## src/rtl/rf_port_arbiter.sv

```systemverilog
// Two-client arbiter in front of a single-ported register file.
// Serialises reads, writes and full-file clears; read data returns two cycles after grant.
module rf_port_arbiter #(
    parameter bit FIXED_PRIO = 1'b0
) (
    input  logic        clk,
    input  logic        reset,

    input  logic        a_valid,
    output logic        a_ready,
    input  logic        a_we,
    input  logic [4:0]  a_addr,
    input  logic [31:0] a_wdata,

    input  logic        b_valid,
    output logic        b_ready,
    input  logic        b_we,
    input  logic [4:0]  b_addr,
    input  logic [31:0] b_wdata,

    input  logic        clr_req,

    output logic        rsp_valid,
    output logic        rsp_id,
    output logic [31:0] rsp_data,
    output logic        busy,

    output logic [31:0] rf_in,
    output logic [4:0]  rf_in_addr,
    output logic [4:0]  rf_o1_addr,
    output logic [4:0]  rf_o2_addr,
    output logic        rf_read,
    output logic        rf_write,
    output logic        rf_enable,
    output logic        rf_reset,
    input  logic [31:0] rf_o1
);

    typedef enum logic [1:0] {
        StIdle,
        StAccess,
        StResp,
        StClear
    } state_e;

    state_e      state_q, state_d;
    logic        we_q, we_d;
    logic [4:0]  addr_q, addr_d;
    logic [31:0] wdata_q, wdata_d;
    logic        id_q, id_d;
    logic        clr_pending_q, clr_pending_d;
    logic        last_b_q, last_b_d;
    logic        grant_a, grant_b;

    always_ff @(posedge clk) begin
        if (!reset) begin
            state_q       <= StIdle;
            we_q          <= 1'b0;
            addr_q        <= '0;
            wdata_q       <= '0;
            id_q          <= 1'b0;
            clr_pending_q <= 1'b0;
            last_b_q      <= 1'b1;
        end else begin
            state_q       <= state_d;
            we_q          <= we_d;
            addr_q        <= addr_d;
            wdata_q       <= wdata_d;
            id_q          <= id_d;
            clr_pending_q <= clr_pending_d;
            last_b_q      <= last_b_d;
        end
    end

    always_comb begin
        state_d       = state_q;
        we_d          = we_q;
        addr_d        = addr_q;
        wdata_d       = wdata_q;
        id_d          = id_q;
        clr_pending_d = clr_pending_q;
        last_b_d      = last_b_q;
        grant_a       = 1'b0;
        grant_b       = 1'b0;

        rf_in         = wdata_q;
        rf_in_addr    = addr_q;
        rf_o1_addr    = addr_q;
        rf_o2_addr    = addr_q;
        rf_read       = 1'b0;
        rf_write      = 1'b0;
        rf_enable     = 1'b0;
        rf_reset      = reset;
        rsp_valid     = 1'b0;
        rsp_id        = id_q;
        rsp_data      = '0;

        unique case (state_q)
            StIdle: begin
                if (clr_req || clr_pending_q) begin
                    state_d = StClear;
                end else if (a_valid || b_valid) begin
                    // Round-robin: A wins a contest only if B took the previous grant.
                    if (FIXED_PRIO) begin
                        grant_a = a_valid;
                    end else begin
                        grant_a = a_valid && (!b_valid || last_b_q);
                    end
                    grant_b  = !grant_a;
                    we_d     = grant_b ? b_we    : a_we;
                    addr_d   = grant_b ? b_addr  : a_addr;
                    wdata_d  = grant_b ? b_wdata : a_wdata;
                    id_d     = grant_b;
                    last_b_d = grant_b;
                    state_d  = StAccess;
                end
            end
            StAccess: begin
                rf_enable = reset;
                rf_write  = reset && we_q;
                rf_read   = reset && !we_q;
                state_d   = we_q ? StIdle : StResp;
                if (clr_req) begin
                    clr_pending_d = 1'b1;
                end
            end
            StResp: begin
                rsp_valid = 1'b1;
                rsp_data  = rf_o1;
                state_d   = StIdle;
                if (clr_req) begin
                    clr_pending_d = 1'b1;
                end
            end
            StClear: begin
                // A clr_req arriving during the clear is satisfied by this clear.
                rf_reset      = 1'b0;
                clr_pending_d = 1'b0;
                state_d       = StIdle;
            end
            default: begin
                state_d = StIdle;
            end
        endcase

        a_ready = reset && grant_a;
        b_ready = reset && grant_b;
    end

    assign busy = (state_q != StIdle);

endmodule

```

## config.mk

```make
export PLATFORM = sky130hd
export DESIGN_NAME = rf_port_arbiter
export DESIGN_NICKNAME = d
export VERILOG_FILES = /design/src/rtl/rf_port_arbiter.sv
export SDC_FILE = /design/constraint.sdc
export NUM_CORES = 1
export LEC_CHECK = 0
export CAP_MARGIN = 20
export CORE_MARGIN = 2
export CORE_UTILIZATION = 35
export DETAILED_ROUTE_END_ITERATION = 16
export PLACE_DENSITY = 0.9
export RECOVER_POWER = 25
export SLEW_MARGIN = 0
export SYNTH_ARGS = -nofsm -noshare
export SYNTH_HDL_FRONTEND = slang
export SYNTH_SLANG_ARGS = --single-unit
```

## constraint.sdc

```tcl
create_clock -name clk -period 5.3 [get_ports clk]
set_input_delay 1.06 -clock clk [delete_from_list [all_inputs] [get_ports clk]]
set_output_delay 1.06 -clock clk [all_outputs]
set_load 0.01 [all_outputs]
```

==> flow_summary.yaml <==
outcome:
  status: "finished, violations left"
  violations: "capacitance limit, slew limit"
logic_synthesis:
  seq_area_frac_synth_pct: 35.2
  synthMostInstantiatedCell: "nor3_1"
  syn_area_um2: 2450
  synthTopCellsByArea: "dfxtp_1 35%, nor3_1 16%, a211oi_2 10%, and2_1 8.7%, nand2_1 6.6%"
  ys_async_sr_fraction_pct: 0
  synth_cells: 304
  synth.distinct_cells: 29
  ys.flop_type: "dfxtp_1"
  synth_commonest_cells: "76 x nor3_1, 43 x dfxtp_1, 43 x nand2_1"
  ys_ff_latch: 43
  syn_avg_cell_area_um2: 8.05
  yosysTopAreaCellShare_pct: 35.2
  yosys_warnings: 0
  synth_fp_nets: 422
  synth_edf_count: 0
  yosys.area.top_type: "dfxtp_1"
place:
  io_buffers: 200
  pre_cts_ws_ns: 1.51
  hpwl_um: 6750
  gp_congestion: 0.891
clock_tree:
  path_clk_slew_ns: 0.08
  ctsRootBufferMaster: "clkbuf_8"
  cts_tree: "done"
  cts_htree_levels: 2
  cts_hold_buf: 0
  cts_setup_buffers: 0
  ctsResizeCount: 0
  clkLatencyLatePin_ns: 0.29
  cts_buffer_depth: 2
  cts.sinks: 43
  cts_inserted_buffers: 5
setup_path:
  slowest_delay_ns: 0.61
  crit_chain: "dlygate4sd3_1 -> nand4bb_2 -> nor3b_1 -> clkdlybuf4s50_1"
  cp.required_ns: 4.24
  critPathTopFamily: "buffers and inverters"
  worstReg2RegEnd: "rf_in_addr[2]"
  r2r_setup_slack_ns: 2.43
  endpoint_kind: "output pin"
  worst-path-max-fanout: 6
  critPathSlowestCell: "dlygate4sd3_1"
  criticalPathCategory: "in -> out"
  reg2regPathDepth: 6
  startpoint_type: "input port"
  r2r_start: "state_q[0]"
  cp-startpoint: "clr_req"
  critical_path_buf_inv_count: 2
  critPathArrivalTime_ns: 2.84
sta:
  timing.fmax_ghz: 0.256
  finalSetupTns_ns: 0
  whs_ns: 0.474
  post-route-period-util_pct: 73.7
  fin_ws_ns: 1.40
  final_max_slew_viol_count: 41
  final_hold_viol_count: 0
  max_slew_margin_pct: -23.0
  rsz0062_at_grt: "false"
  worst_pin_slew_ns: 1.84
  skew_ns: 0.00440
  fin_crit_ns: 3.90
  setup_viol: 0
layout:
  final_util_pct: 65.9
  diodes: 0
  areaGrowthSynthToFinish_pct: 82.9
  nets: 594
  drive_above_1_share_pct: 7.34
detailed_routing:
  postRouteAntennaNets: 0
  highest_layer: "met4"
  first_iter_violations: 82
  met1Wirelength_um: 3890
  viasPerCell: 4.99
  wl_per_cell_um: 15.9
  routed-wl-met2_um: 4520
  drc_errors: 0
  wl_um: 9080
  dr.pass1.iters: 4
  wl_met3_um: 631
  vias: 2857
hold_path:
  min_path_type: "reg -> reg"
  hold_start: "rf_in[4]"
  hold_path_depth: 2
  hold_end: "rf_in[4]"
global_routing:
  grt_pass1_vias: 2714
  antenna_found_initial: 0
  grt_remaining_overflow: 0
  grt_pass1_wl_um: 13600
  grt_max_degree: 51
  globalRouteTotalUtil_pct: 22.6
pwr:
  ir_drop_mv: 0.142
  p_per_area_nw_per_um2: 252
  leakage_nw: 1.63
  power_mw: 1.13
floorplan:
  ioPinCount: 201
  die_width_um: 87.6
  die-area_um2: 7680
  core_area_um2: 6790
  dieHeight_um: 87.6
  start_util_pct: 36.0
  core.rowCount: 30
flow_run:
  cap_violations: 1
## area by class of cell
class                   count  area (um2)
multi-input cells         219        1380
clock buffers               6        72.6
well taps                  96         120
flip-flops and latches     43         861
clock inverters             2        12.5
inverters                   3        11.3
repair buffers            204        2020
fillers                   553        2310
## logic make-up (layout without fill, tap and decap cells)
kind of cell	after synthesis	after routing	synth area share [%]
AND/OR/NAND/NOR	167	167	34.8
flip-flops	43	43	35.2
adder cells (fa/ha/maj)	5	5	2.55
AO/OA/AOI/OAI	46	46	18.0
multiplexers	1	1	0.409
buffers and inverters	42	215	9.04
## state kept, by name, summed over array words and instances (netlist names)
signal,flops
rsp_id,1
last_b_q,1
state_q,2
rf_in,32
rf_in_addr,5
clr_pending_q,1
we_q,1
## metal layers
layer  vias up  track usage (%)
met3         5             4.43
met4         0             3.78
met1      1329             28.0
met2       124             41.0
met5         -                0
li1       1399                -
## where the power goes
group          switching [mW]  internal [mW]
registers              0.0375          0.380
clock network           0.107         0.0921
logic                   0.221          0.292
total                   0.365          0.765
## worst max path at each step
stage,endpoint,depth (start not counted)
after floorplan,a_ready,3
after global placement,b_ready,4
after detailed placement,b_ready,4
after CTS,b_ready,4
after global routing,b_ready,4
final,b_ready,4
## cell usage in the layout (no fill, tap or decap)
cell,count
nor3b_1,2
o41ai_1,1
nand4bb_2,2
a211oi_1,18
clkinvlp_4,1
inv_1,3
mux2i_1,1
o211ai_1,1
clkbuf_8,5
nand2b_1,1
nor2b_1,2
buf_2,1
a31o_1,1
a211oi_2,20
clkinv_2,1
buf_4,3
clkdlybuf4s50_1,169
clkbuf_1,2
o21ai_0,2
o21a_1,1
a31oi_1,1
dfxtp_1,43
nor2_1,2
ha_1,5
or2_2,1
nor3_1,76
or3b_1,1
a21boi_0,1
nand2_1,43
nor2b_2,1
dlygate4sd3_1,30
and3_1,1
and2_1,34
or3_1,1
## worst min-delay path, stage by stage, from the launching register on
cell	delay [ns]
dfxtp_1	0.31
nand2_1	0.05
a211oi_1	0.06
## per-stage QoR
| stage | cells | instance area (um2) |
|---|---|---|
| after CTS | 573 | 4480 |
| after global routing | 573 | 4480 |
| final | 573 | 4480 |
| after detailed placement | 565 | 4400 |
| after floorplan | 304 | 2450 |
| after global placement | 565 | 4400 |
Power figures use the tool's default switching activity.
